--- src/rtl/csr_spmv_pkg.sv ---
// Shared types and arithmetic helpers for the CSR sparse-matrix x dense-vector engine.
package csr_spmv_pkg;

  typedef enum logic [3:0] {
    S_IDLE, S_RP0, S_RP0W, S_RS, S_RSW, S_NI, S_NV, S_NM, S_ROUT, S_DONE
  } state_t;

  // Working width for the accumulate; ACC_W and 2*DATA_W must both stay below it.
  localparam int MAX_W = 128;
  typedef logic signed [MAX_W-1:0] wide_t;

  function automatic wide_t sat_max(input int acc_w);
    return (wide_t'(1) <<< (acc_w - 1)) - wide_t'(1);
  endfunction

  function automatic wide_t sat_min(input int acc_w);
    return ~sat_max(acc_w);
  endfunction

  function automatic wide_t sat_add(input wide_t acc, input wide_t prod,
                                    input logic sat_en, input int acc_w);
    wide_t sum;
    sum = acc + prod;
    if (sat_en) begin
      if (sum > sat_max(acc_w)) sum = sat_max(acc_w);
      else if (sum < sat_min(acc_w)) sum = sat_min(acc_w);
    end
    return sum;
  endfunction

endpackage

--- src/rtl/csr_spmv_engine_if.sv ---
// Memory read ports and result stream of the CSR SpMV engine.
interface csr_spmv_engine_if #(
  parameter int ADDR_W = 32,
  parameter int DATA_W = 32,
  parameter int ACC_W  = 64,
  parameter int ROW_W  = 16
);
  logic [ADDR_W-1:0] a_addr;
  logic              a_rd;
  logic [DATA_W-1:0] a_data;
  logic [ADDR_W-1:0] b_addr;
  logic              b_rd;
  logic [DATA_W-1:0] b_data;
  logic              y_valid;
  logic              y_ready;
  logic [ROW_W-1:0]  y_row;
  logic [ACC_W-1:0]  y_data;

  modport master (
    output a_addr, a_rd, b_addr, b_rd, y_valid, y_row, y_data,
    input  a_data, b_data, y_ready
  );

  modport slave (
    input  a_addr, a_rd, b_addr, b_rd, y_valid, y_row, y_data,
    output a_data, b_data, y_ready
  );
endinterface

--- src/rtl/csr_mac.sv ---
// Signed multiply-accumulate with optional saturation; clear has priority over en.
module csr_mac
  import csr_spmv_pkg::*;
#(
  parameter int DATA_W = 32,
  parameter int ACC_W  = 64,
  parameter int SAT_EN = 0
) (
  input  logic                     clk,
  input  logic                     rst,
  input  logic                     clear,
  input  logic                     en,
  input  logic signed [DATA_W-1:0] a,
  input  logic signed [DATA_W-1:0] b,
  output logic signed [ACC_W-1:0]  acc
);

  logic signed [2*DATA_W-1:0] prod;
  wide_t acc_x, prod_x, sum;

  assign prod   = a * b;
  assign prod_x = {{(MAX_W - 2*DATA_W){prod[2*DATA_W-1]}}, prod};
  assign acc_x  = {{(MAX_W - ACC_W){acc[ACC_W-1]}}, acc};
  // Saturation sees the full-precision sum so an oversized product still clamps.
  assign sum    = sat_add(acc_x, prod_x, SAT_EN != 0, ACC_W);

  // NOTE: non-blocking assignments in clocked blocks so every flop samples pre-edge values.
  always_ff @(posedge clk or posedge rst) begin
    if (rst)        acc <= '0;
    else if (clear) acc <= '0;
    else if (en)    acc <= sum[ACC_W-1:0];
  end

endmodule

--- src/rtl/csr_spmv_engine.sv ---
// CSR SpMV engine: walks row pointers, gathers nonzeros and streams one dot product per row.
module csr_spmv_engine
  import csr_spmv_pkg::*;
#(
  parameter int DATA_W = 32,
  parameter int ADDR_W = 32,
  parameter int ACC_W  = 64,
  parameter int SAT_EN = 0,
  parameter int ROW_W  = 16
) (
  input  logic              clk,
  input  logic              rst,
  input  logic              start,
  input  logic [ROW_W-1:0]  num_rows,
  input  logic [ADDR_W-1:0] row_base,
  input  logic [ADDR_W-1:0] col_base,
  input  logic [ADDR_W-1:0] mat_base,
  input  logic [ADDR_W-1:0] vec_base,
  output logic              busy,
  output logic              done,
  output logic              err,
  csr_spmv_engine_if.master bus
);

  state_t state, state_nx;
  logic [ROW_W-1:0]  n_rows, r;
  logic [ADDR_W-1:0] row_base_q, col_base_q, mat_base_q, vec_base_q;
  logic [DATA_W-1:0] lo, hi, k, m;
  logic              err_q, zero_done;
  logic signed [ACC_W-1:0] acc;

  logic              a_rd, b_rd;
  logic [ADDR_W-1:0] a_addr, b_addr;

  // NOTE: every combinational output is defaulted first so no path can infer a latch.
  always_comb begin
    state_nx = state;
    a_rd     = 1'b0;
    a_addr   = '0;
    b_rd     = 1'b0;
    b_addr   = '0;
    case (state)
      S_IDLE: if (start && num_rows != '0) state_nx = S_RP0;
      S_RP0: begin
        a_rd     = 1'b1;
        a_addr   = row_base_q;
        state_nx = S_RP0W;
      end
      S_RP0W: state_nx = S_RS;
      S_RS: begin
        a_rd     = 1'b1;
        a_addr   = row_base_q + ADDR_W'(r) + ADDR_W'(1);
        state_nx = S_RSW;
      end
      S_RSW: begin
        if (bus.a_data < lo)       state_nx = S_DONE;
        else if (bus.a_data == lo) state_nx = S_ROUT;
        else                       state_nx = S_NI;
      end
      S_NI: begin
        a_rd     = 1'b1;
        a_addr   = col_base_q + ADDR_W'(k);
        b_rd     = 1'b1;
        b_addr   = mat_base_q + ADDR_W'(k);
        state_nx = S_NV;
      end
      S_NV: begin
        b_rd     = 1'b1;
        b_addr   = vec_base_q + ADDR_W'(bus.a_data);
        state_nx = S_NM;
      end
      S_NM:   state_nx = (k + DATA_W'(1) == hi) ? S_ROUT : S_NI;
      S_ROUT: if (bus.y_ready) state_nx = (r + ROW_W'(1) == n_rows) ? S_DONE : S_RS;
      S_DONE: state_nx = S_IDLE;
      default: state_nx = S_IDLE;
    endcase
  end

  // NOTE: all state lives in flops (no memory arrays), so every register takes the reset.
  always_ff @(posedge clk or posedge rst) begin
    if (rst) begin
      state      <= S_IDLE;
      n_rows     <= '0;
      r          <= '0;
      row_base_q <= '0;
      col_base_q <= '0;
      mat_base_q <= '0;
      vec_base_q <= '0;
      lo         <= '0;
      hi         <= '0;
      k          <= '0;
      m          <= '0;
      err_q      <= 1'b0;
      zero_done  <= 1'b0;
    end else begin
      state     <= state_nx;
      // An empty job pulses done without leaving IDLE.
      zero_done <= (state == S_IDLE) && start && (num_rows == '0);
      case (state)
        S_IDLE: if (start) begin
          n_rows     <= num_rows;
          row_base_q <= row_base;
          col_base_q <= col_base;
          mat_base_q <= mat_base;
          vec_base_q <= vec_base;
          r          <= '0;
          err_q      <= 1'b0;
        end
        S_RP0W: lo <= bus.a_data;
        S_RSW: begin
          hi <= bus.a_data;
          k  <= lo;
          if (bus.a_data < lo) err_q <= 1'b1;
        end
        S_NV:   m <= bus.b_data;
        S_NM:   k <= k + DATA_W'(1);
        S_ROUT: if (bus.y_ready) begin
          lo <= hi;
          r  <= r + ROW_W'(1);
        end
        default: ;
      endcase
    end
  end

  csr_mac #(.DATA_W(DATA_W), .ACC_W(ACC_W), .SAT_EN(SAT_EN)) u_mac (
    .clk   (clk),
    .rst   (rst),
    .clear (state == S_RSW),
    .en    (state == S_NM),
    .a     (m),
    .b     (bus.b_data),
    .acc   (acc)
  );

  assign bus.a_rd    = a_rd;
  assign bus.a_addr  = a_addr;
  assign bus.b_rd    = b_rd;
  assign bus.b_addr  = b_addr;
  assign bus.y_valid = (state == S_ROUT);
  assign bus.y_row   = r;
  assign bus.y_data  = acc;
  assign busy        = (state != S_IDLE);
  assign done        = (state == S_DONE) || zero_done;
  assign err         = err_q;

endmodule

--- src/flat_wrapper.sv ---
// flat-port wrapper written by rule: the top's interface ports become plain ports
module csr_spmv_engine_flat import csr_spmv_pkg::*;
#(
  parameter int DATA_W = 32,
  parameter int ADDR_W = 32,
  parameter int ACC_W  = 64,
  parameter int SAT_EN = 0,
  parameter int ROW_W  = 16
)
  (clk, rst, start, num_rows, row_base, col_base, mat_base, vec_base, busy, done, err, bus_a_addr, bus_a_rd, bus_b_addr, bus_b_rd, bus_y_valid, bus_y_row, bus_y_data, bus_a_data, bus_b_data, bus_y_ready);
  csr_spmv_engine_if #(.ADDR_W(ADDR_W), .DATA_W(DATA_W), .ACC_W(ACC_W), .ROW_W(ROW_W)) bus_i ();
  input  logic clk;
  input  logic rst;
  input  logic start;
  input  logic [ROW_W-1:0] num_rows;
  input  logic [ADDR_W-1:0] row_base;
  input  logic [ADDR_W-1:0] col_base;
  input  logic [ADDR_W-1:0] mat_base;
  input  logic [ADDR_W-1:0] vec_base;
  output logic busy;
  output logic done;
  output logic err;
  output wire logic [$bits(bus_i.a_addr)-1:0] bus_a_addr;
  output wire logic [$bits(bus_i.a_rd)-1:0] bus_a_rd;
  output wire logic [$bits(bus_i.b_addr)-1:0] bus_b_addr;
  output wire logic [$bits(bus_i.b_rd)-1:0] bus_b_rd;
  output wire logic [$bits(bus_i.y_valid)-1:0] bus_y_valid;
  output wire logic [$bits(bus_i.y_row)-1:0] bus_y_row;
  output wire logic [$bits(bus_i.y_data)-1:0] bus_y_data;
  input wire logic [$bits(bus_i.a_data)-1:0] bus_a_data;
  input wire logic [$bits(bus_i.b_data)-1:0] bus_b_data;
  input wire logic [$bits(bus_i.y_ready)-1:0] bus_y_ready;
  assign bus_a_addr = bus_i.a_addr;
  assign bus_a_rd = bus_i.a_rd;
  assign bus_b_addr = bus_i.b_addr;
  assign bus_b_rd = bus_i.b_rd;
  assign bus_y_valid = bus_i.y_valid;
  assign bus_y_row = bus_i.y_row;
  assign bus_y_data = bus_i.y_data;
  assign bus_i.a_data = bus_a_data;
  assign bus_i.b_data = bus_b_data;
  assign bus_i.y_ready = bus_y_ready;
  csr_spmv_engine #(.DATA_W(DATA_W), .ADDR_W(ADDR_W), .ACC_W(ACC_W), .SAT_EN(SAT_EN), .ROW_W(ROW_W)) u_core (.clk(clk), .rst(rst), .start(start), .num_rows(num_rows), .row_base(row_base), .col_base(col_base), .mat_base(mat_base), .vec_base(vec_base), .busy(busy), .done(done), .err(err), .bus(bus_i));
endmodule
--- config.mk ---
export PLATFORM = sky130hd
export DESIGN_NAME = csr_spmv_engine_flat
export DESIGN_NICKNAME = d
export VERILOG_FILES = /design/src/rtl/csr_spmv_pkg.sv /design/src/rtl/csr_spmv_engine_if.sv /design/src/rtl/csr_mac.sv /design/src/rtl/csr_spmv_engine.sv /design/src/flat_wrapper.sv
export SDC_FILE = /design/constraint.sdc
export NUM_CORES = 2
export LEC_CHECK = 0
export ABC_AREA = 1
export BUFFER_PORTS_ARGS = -buffer_cell sky130_fd_sc_hd__buf_2
export CAP_MARGIN = 10
export CORE_MARGIN = 3
export CORE_UTILIZATION = 55
export DETAILED_ROUTE_END_ITERATION = 8
export GPL_TIMING_DRIVEN = 0
export PLACE_DENSITY_LB_ADDON = 0.05
export SETUP_SLACK_MARGIN = 0.5
export SYNTH_ARGS = -nofsm -noshare
export SYNTH_HDL_FRONTEND = slang
export SYNTH_HIERARCHICAL = 1
export SYNTH_SLANG_ARGS = --single-unit
--- constraint.sdc ---
create_clock -name clk -period 8.6 [get_ports clk]
set_input_delay 0.86 -clock clk [delete_from_list [all_inputs] [get_ports clk]]
set_output_delay 0.86 -clock clk [all_outputs]
set_load 0.02 [all_outputs]
==> metrics.csv <==
metric,value,unit
hold_violations,0,
final_nets,11000,
syn2layout_area_growth,9.48,%
worst_setup_path_start_kind,input port,
cts_buffers,51,
antenna_found_initial,14,
drtAntennaViolNets,0,
avgRoutedWirePerCell,25.3,um
die_w,353,um
hold_class,input port to async pin,
via_per_inst,5.70,
syn_inst,8761,
drv_slew,0,
synth_edf_count,0,
cts_tree,done,
setup_viol,0,
period_share,0.927,
synthArstFlopShare,1.00,
cts.sink_count,358,
post-route-cell-area,0.0726,mm^2
gp_congestion,1.03,
ff2ff_setup_slack,0.64,ns
grt_pass1_wl,404000,um
worst-path-buf-inv,7,
worst_clock_skew,0.0700,ns
synth_common_cells,"2,529 x nand2_1, 2,243 x inv_1, 1,214 x fa_1",
synth_area_leaders,"fa_1 37%, nand2_1 14%, dfrtp_1 14%, inv_1 13%, ha_1 6.8%",
path_delay_family,adder cells,
place.port_buffers,361,
root_buffer,clkbuf_16,
drive_above_1_share,0.0775,
worst_slack,0.631,ns
rows,126,
clkLatencyLatePin,0.69,ns
placed_area,0.0704,mm^2
fmaxAchievable,125,MHz
crit_path_end_kind,flip-flop,
path_common_cell,fa_1,
syn-cell-area,0.0663,mm^2
start_util,0.558,
worst_ep_arrival_time,8.49,ns
rsz0062_at_grt,yes,
required,9.12,ns
yosys_warnings,6,
grt_usage,0.443,
yosysMostFrequentCell,nand2_1,
drt_iter0_markers,7597,
drc,0,
synth-seq-cells,358,
status,finished clean,
die_y,353,um
cts_hold_buf,0,
via_count,61900,
syn_avg_cell_area,7.57,um^2
syn_nets,10500,
post-route-util,0.611,
ys.flop_type,dfrtp_1,
grt_start_max_net_pins,65,
yosysTopAreaCell,fa_1,
first_pass_iters,7,
grt_overflow_total,0,
wl,275000,um
reg2reg_to,u_core/u_mac/acc[41]$_DFFE_PP0P_,
seq_area_frac_synth,0.135,
cpPeakStageDelay,0.99,ns
ys_types,51,
critPathSlowestCell,buf_1,
clkSlewWorstSetupHoldPaths,0.06,ns
synth_top_cell_area_share,0.366,
slew_headroom,0.118,
hold_ws,0.220,ns
worst_pin_slew,1.32,ns
fin_crit,7.97,ns
placeableCoreArea,0.119,mm^2
drv_cap,0,
reg2regPathDepth,27,
dieArea,0.125,mm^2
grt_pass1_vias,61600,
critical_path_class,input port to flip-flop,
cts_buffer_depth,3,
hpwl,230000,um
path_max_fanout,10,
htree_levels,2,
boundaryPins,362,
rr_startpoint,u_core/m[2]$_DFFE_PP0P_,
pre_cts_ws,-1.04,ns
==> cell usage in the layout, fill, tap and decap left out, drive strengths merged, types with 2 or more instances in the layout <==
master         netlist  routed
a21o                26      26
clkinv               4      12
xnor2               15      15
nand3              318     318
o21a                11      11
a21boi              11      11
a221oi               3       3
fa                1214    1214
o221ai              43      43
a31oi               23      23
a22o                 3       3
buf                 10     409
nand2             2551    2551
nand3b               7       7
clkinvlp             0       9
o32ai                3       3
o211ai              54      54
o21bai              27      27
inv               2246    2248
or2                 31      31
diode                0       9
nor2               396     396
nand4               48      48
nor3                37      37
and2                 8       8
nor4                14      14
a211oi               2       2
o21ai              327     327
o22ai               28      28
a21oi              268     268
ha                 361     361
dfrtp              358     358
xor2                32      32
bufinv               0       6
clkdlybuf4s15        0       2
clkbuf             279     340
==> flip-flops by register name, summed over array words and instances, names as in the netlist, 32 cells and up <==
signal,count
u_core/u_mac/acc,64
u_core/col_base_q,32
u_core/hi,32
u_core/k,32
u_core/lo,32
u_core/m,32
u_core/mat_base_q,32
u_core/row_base_q,32
u_core/vec_base_q,32
==> logic make-up after synthesis <==
logic type / share of synthesized area
AOI/OAI and AO/OA: 0.0723
adders and majority gates: 0.434
xor gates and xnor gates: 0.00620
and+or+nand+nor: 0.208
buffers and inverters: 0.144
DFF: 0.135
==> routing by layer <==
metal  GRT usage  vias to the layer above  part of all wire
met2       0.612                     4107              0.40
met4       0.183                       16             0.052
li1            -                    26800                 -
met3       0.185                      675              0.15
met1       0.612                    30300              0.39
met5     0.00423                        -           0.00096
==> how the worst max path moves through the flow <==
stage	from	cells after the start	to
3_3_place_gp	bus_b_data[0]	29	u_core/u_mac/acc[41]$_DFFE_PP0P_
2_1_floorplan	bus_b_data[0]	27	u_core/u_mac/acc[47]$_DFFE_PP0P_
4_1_cts	bus_b_data[10]	26	u_core/u_mac/acc[62]$_DFFE_PP0P_
3_5_place_dp	bus_b_data[10]	26	u_core/u_mac/acc[62]$_DFFE_PP0P_
5_1_grt	u_core/m[31]$_DFFE_PP0P_	30	u_core/u_mac/acc[61]$_DFFE_PP0P_
6_report	bus_b_data[29]	26	u_core/u_mac/acc[42]$_DFFE_PP0P_
==> final cells by class <==
type | instances | area [um^2]
multi-input cells | 5864 | 47900
flip-flops and latches | 358 | 8960
repair buffers | 391 | 2240
inverters | 2250 | 8470
well taps | 1600 | 2000
diodes | 9 | 22.5
fillers | 11200 | 46200
clock buffers | 71 | 1440
clock inverters | 25 | 358
plain buffers | 289 | 1260
==> timing repair <==
item,in CTS,in global routing
cloned,0,0
pin swaps,0,1
endpoints found under the hold margin,0,0
setup endpoints to repair,31,45
setup buffers,2,12
resized for setup,22,269
==> stage by stage <==
| step | setup TNS, ns | instances |
|---|---|---|
| 2_1_floorplan | 0 | 8761 |
| 3_3_place_gp | -43.03 | 10700 |
| 3_5_place_dp | -14.94 | 10700 |
| 4_1_cts | 0 | 10800 |
| 5_1_grt | 0 | 10800 |
| 6_report | 0 | 10900 |
==> worst reg2reg max path, stage by stage, from the launching register on <==
cell      delay, ns
dfrtp_1        0.44
clkbuf_1       0.93
nand2_1        0.21
fa_1           0.58
inv_1          0.14
fa_1           0.50
ha_1           0.24
fa_1           0.50
inv_1          0.06
fa_1           0.52
inv_1          0.05
fa_1           0.47
fa_1           0.50
inv_1          0.06
fa_1           0.69
inv_1          0.09
ha_1           0.40
nand2_1        0.11
nand2_1        0.15
a21oi_1        0.29
nand2_1        0.19
inv_1          0.13
nand2_1        0.07
nand2_1        0.05
nand3_1        0.24
nand2_1        0.13
nand2_1        0.05
o21ai_1        0.14
Power is not shown: default switching activity piles up to over one toggle a cycle in this logic, so the estimate is an artifact.
